==> config.mk <==
export PLATFORM = sky130hd
export DESIGN_NAME = q_edge_monitor
export DESIGN_NICKNAME = d
export VERILOG_FILES = /design/src/rtl/q_edge_monitor.sv
export SDC_FILE = /design/constraint.sdc
export NUM_CORES = 1
export LEC_CHECK = 0
export CAP_MARGIN = 25
export CORE_MARGIN = 1
export CORE_UTILIZATION = 43
export DETAILED_ROUTE_END_ITERATION = 7
export PLACE_DENSITY_LB_ADDON = 0.12
export SLEW_MARGIN = 0
export SYNTH_ARGS = -nofsm -noshare
export SYNTH_HDL_FRONTEND = slang
export SYNTH_SLANG_ARGS = --single-unit
export TNS_END_PERCENT = 50
==> constraint.sdc <==
create_clock -name clk_i -period 1.8 [get_ports clk_i]
set_input_delay 0.45 -clock clk_i [delete_from_list [all_inputs] [get_ports clk_i]]
set_output_delay 0.45 -clock clk_i [all_outputs]
set_load 0.03 [all_outputs]
==> src/rtl/q_edge_monitor.sv <==
// ---------------------------------------------------------------------------------------------
// q_edge_monitor
//
// Watches the q output of the JK flip-flop stage. Rising and falling transitions are counted
// in two saturating counters. A sticky flag reports when either counter has saturated. A
// registered toggle pulse marks any edge, and a registered copy of q is also provided. A
// request/acknowledge port lets a host take a coherent snapshot of both counters while
// counting continues.
//
// Ports:
//   clk_i        single clock, rising-edge active
//   rst_ni       asynchronous active-low reset; clears all state immediately
//   q_i          flip-flop q output (same clock domain, no synchronizer)
//   clr_i        synchronous clear of the live counters and sat_o
//   rd_req_i     snapshot request, sampled every cycle while idle
//   rd_ack_o     one-cycle pulse; snapshot outputs are valid
//   rise_snap_o  rising-edge count captured by the last accepted request
//   fall_snap_o  falling-edge count captured by the last accepted request
//   toggle_o     registered one-cycle pulse for any edge on q_i
//   level_o      registered copy of q_i
//   sat_o        sticky; either live counter has reached all-ones
// ---------------------------------------------------------------------------------------------
module q_edge_monitor #(
    parameter int unsigned CNT_W = 8
) (
    input  logic             clk_i,
    input  logic             rst_ni,
    input  logic             q_i,
    input  logic             clr_i,
    input  logic             rd_req_i,
    output logic             rd_ack_o,
    output logic [CNT_W-1:0] rise_snap_o,
    output logic [CNT_W-1:0] fall_snap_o,
    output logic             toggle_o,
    output logic             level_o,
    output logic             sat_o
);

    if (CNT_W < 2 || CNT_W > 16) begin : gen_bad_width
        $error("q_edge_monitor: CNT_W must be in the range 2..16");
    end

    localparam logic [CNT_W-1:0] CntMax = '1;
    localparam logic [CNT_W-1:0] CntOne = CNT_W'(1);

    typedef enum logic [0:0] {
        StIdle,
        StAck
    } hs_state_e;

    // -----------------------------------------------------------------------------------------
    // State
    // -----------------------------------------------------------------------------------------
    logic             prev_q;       // previous sample of q_i
    logic             armed_q, armed_d;
    logic [CNT_W-1:0] rise_cnt_q, rise_cnt_d;
    logic [CNT_W-1:0] fall_cnt_q, fall_cnt_d;
    logic             sat_q, sat_d;
    logic             toggle_q, toggle_d;
    logic             level_q;
    logic [CNT_W-1:0] rise_snap_q, rise_snap_d;
    logic [CNT_W-1:0] fall_snap_q, fall_snap_d;
    hs_state_e        state_q, state_d;

    logic rise_edge;
    logic fall_edge;

    // -----------------------------------------------------------------------------------------
    // Edge detection
    // -----------------------------------------------------------------------------------------
    // Until the first sample has been taken there is no valid previous level, so the level
    // present at reset release is never treated as an edge.
    always_comb begin
        rise_edge = armed_q & q_i & ~prev_q;
        fall_edge = armed_q & ~q_i & prev_q;
        armed_d   = 1'b1;
        toggle_d  = rise_edge | fall_edge;
    end

    // -----------------------------------------------------------------------------------------
    // Live counters and saturation flag
    // -----------------------------------------------------------------------------------------
    always_comb begin
        rise_cnt_d = rise_cnt_q;
        fall_cnt_d = fall_cnt_q;
        sat_d      = sat_q;

        if (clr_i) begin
            // Clear wins over any edge detected in the same cycle.
            rise_cnt_d = '0;
            fall_cnt_d = '0;
            sat_d      = 1'b0;
        end else begin
            if (rise_edge && (rise_cnt_q != CntMax)) begin
                rise_cnt_d = rise_cnt_q + CntOne;
            end
            if (fall_edge && (fall_cnt_q != CntMax)) begin
                fall_cnt_d = fall_cnt_q + CntOne;
            end
            // Flag rises together with the counter reaching all-ones.
            if ((rise_cnt_d == CntMax) || (fall_cnt_d == CntMax)) begin
                sat_d = 1'b1;
            end
        end
    end

    // -----------------------------------------------------------------------------------------
    // Snapshot handshake
    // -----------------------------------------------------------------------------------------
    always_comb begin
        state_d     = state_q;
        rise_snap_d = rise_snap_q;
        fall_snap_d = fall_snap_q;

        unique case (state_q)
            StIdle: begin
                if (rd_req_i) begin
                    // Capture the counters as they stood at the start of this cycle, so an
                    // edge or clear in the same cycle only affects the live counters.
                    rise_snap_d = rise_cnt_q;
                    fall_snap_d = fall_cnt_q;
                    state_d     = StAck;
                end
            end
            StAck: begin
                // A request seen here is dropped, not queued.
                state_d = StIdle;
            end
            default: begin
                state_d = StIdle;
            end
        endcase
    end

    // -----------------------------------------------------------------------------------------
    // Registers
    // -----------------------------------------------------------------------------------------
    always_ff @(posedge clk_i or negedge rst_ni) begin
        if (!rst_ni) begin
            prev_q      <= 1'b0;
            armed_q     <= 1'b0;
            rise_cnt_q  <= '0;
            fall_cnt_q  <= '0;
            sat_q       <= 1'b0;
            toggle_q    <= 1'b0;
            level_q     <= 1'b0;
            rise_snap_q <= '0;
            fall_snap_q <= '0;
            state_q     <= StIdle;
        end else begin
            prev_q      <= q_i;
            armed_q     <= armed_d;
            rise_cnt_q  <= rise_cnt_d;
            fall_cnt_q  <= fall_cnt_d;
            sat_q       <= sat_d;
            toggle_q    <= toggle_d;
            level_q     <= q_i;
            rise_snap_q <= rise_snap_d;
            fall_snap_q <= fall_snap_d;
            state_q     <= state_d;
        end
    end

    // -----------------------------------------------------------------------------------------
    // Outputs
    // -----------------------------------------------------------------------------------------
    always_comb begin
        rd_ack_o    = (state_q == StAck);
        rise_snap_o = rise_snap_q;
        fall_snap_o = fall_snap_q;
        toggle_o    = toggle_q;
        level_o     = level_q;
        sat_o       = sat_q;
    end

endmodule

==> flow_summary.ini <==
[run_status]
status = finished, final reports clean

[logic_synthesis]
synth_most_common_cell = dfrtp_1
synth_seq_area_share_pct = 51.4
ys_types = 40
netlist_instances = 164
synthTopCellsByCount = 37 x dfrtp_1, 16 x mux2_2, 16 x nand2_1
async_flop_share_pct = 100
synth_warnings = 0
yosysTopAreaCellShare_pct = 51.4
synth-seq-cells = 37
syn_area_sq_um = 1800
synth.avg_cell_area_sq_um = 11.0
syn_nets = 171
synth_top_cell_by_area = dfrtp_1
synth_edf_count = 0
yosys-top-cells-area = dfrtp_1 51%, mux2_2 10%, mux2i_1 3.3%
yosys_most_used_dff = dfrtp_1

[grt]
grt_overflow = 0
antenna_found_initial = 0
grt_start_max_net_pins = 38
grt_pass1_vias = 1383
track_usage_pct = 19.8
grt_first_pass_wirelength_um = 6430

[detailed_routing]
vias_per_cell = 5.60
vias = 1429
wl_per_cell_um = 14.9
firstDrtPassIters = 4
postRouteAntennaNets = 0
dr.first_iter.drc_count = 47
drt_wl_total_um = 3790
drc = 0

[timing]
fmax_mhz = 564
period_share_pct = 98.4
finalHoldViolations = 0
setup_viol = 0
drv_slew = 0
finalHoldWorstSlack_ns = 0.506
period_minus_slack_ns = 1.77
finalWorstSetupSlack_ns = 0.0279
clock_skew_ns = 0.00387
finalSetupTns_ns = 0

[worst_hold_path]
hold_path.class = flop to flop
hold_start = rise_snap_o[4]

[job]
cap_violations = 0

[cells_and_area]
stdcell_count = 255
layout-drive-gt1-share_pct = 23.9
fin_nets = 211
utilization_pct = 58.2
areaGrowthSynthToFinish_pct = 29.3
antenna_cells = 0

[clock_tree]
ctsRootBufferMaster = clkbuf_8
htreeDepth = 2
clkTransAtPathRegs_ns = 0.07
insertion_delay_ns = 0.29
clockBufferDepth = 2
cts_sinks = 37
cts_tree = done
cts_buffers = 5
hold_buffers = 0

[setup_path]
worstPathBufferInverterCount = 1
setup.worst_path.class = flop to output port
path_cells = clkdlybuf4s50_1
crit_path_end_kind = output port
max_stage_delay_ns = 0.67
arrival_ns = 1.32
crit_path_start_kind = flop
path_max_fanout = 2
crit_start = fall_snap_o[0]
cp_top_family = buffers and inverters
crit_required_ns = 1.35
cpMaxStageDelayCell = clkdlybuf4s50_1
r2r-start = rise_cnt_q[1]

[floorplanning]
num_io_pins = 25
dieHeight_um = 66.7
die_width_um = 66.7
rows = 23
die_area_sq_um = 4450
start_util_pct = 45.0
design.core.area_sq_um = 4000

[placed_design]
gp_congestion = 0.884
dp_slack_ns = -0.349
io_buffer_count = 24
place_inst = 247
dp_hpwl_um = 2760

[power_and_ir_drop]
ir_drop_mv = 0.263
p_per_area_nw_per_um2 = 664
power_leakage_nw = 1.11
logic make-up after synthesis:
kind of cell	after synthesis	synth area share [%]
compound gates	23	9.03
xor+xnor	6	2.92
fa+ha+maj	2	1.39
buf+inv	9	2.08
flops	37	51.4
mux	22	13.3
other cells	1	0.208
simple gates	64	19.6
layout by cell type (no fill, tap or decap), types with 3 or more instances in the layout:
master,instances
nand3b_1,3
nand4_1,4
xor2_1,4
mux2i_1,6
nand2b_1,6
nor2_1,12
clkbuf_8,5
clkdlybuf4s50_1,20
buf_4,14
and3_1,3
a211oi_1,3
a211oi_2,3
a21oi_1,5
nand3_1,4
mux2_2,16
nand2_1,16
dfrtp_1,37
registers in the layout, summed over array words and instances, names as in the netlist:
register / flops
fall_cnt_q: 8
fall_snap_o: 8
rise_cnt_q: 8
rise_snap_o: 8
armed_q: 1
level_o: 1
rd_ack_o: 1
sat_o: 1
toggle_o: 1
area by class of cell:
cell class                      instances  area (sq um)
Fill cell                             350          1670
Sequential cell                        37           926
Multi-Input combinational cell        118           861
Timing Repair Buffer                   40           388
Clock buffer                            6          72.6
Tap cell                               50          62.6
Clock inverter                          2          10.0
Inverter                                2          7.51
path summary, 6_finish.rpt:
check                                 end  slack, ns  cells after the start
hold / removal             rise_snap_o[4]       0.51                      1
setup reg to reg            rise_cnt_q[4]       0.16                      6
min in group asynchronous   fall_cnt_q[4]       0.53                      2
setup / recovery           fall_snap_o[0]       0.03                      1
max in group asynchronous   rise_cnt_q[4]       1.09                      2
hold reg to reg            rise_snap_o[4]       0.51                      1
power breakdown:
group,leakage (nW),total (W),switching [W],internal [W]
Combinational,0.561,0.000143,0.0000768,0.0000667
Clock,0.0450,0.000548,0.000280,0.000268
Sequential,0.508,0.000853,0.00000875,0.000845
through the flow:
stage	cell area, sq um	total power, W
after global routing	2330	0.00161
after global placement	2220	0.00101
after detailed placement	2220	0.00102
after CTS	2300	0.00156
final	2330	0.00155
after floorplan	1800	0.000932
layer usage:
metal  track usage [%]  routed length (um)
met2              28.4                1760
met4              9.84                  99
met5                 0                   0
met1              27.8                1750
met3              4.45                 182
timing repair:
item | 4_1_cts | 5_1_grt
gates resized for setup | 2 | 8
buffers inserted | 0 | 0
pin swaps | 2 | 2
setup endpoints to repair | 3 | 6
gates cloned | 0 | 0
(Power assumes the default switching activity.)
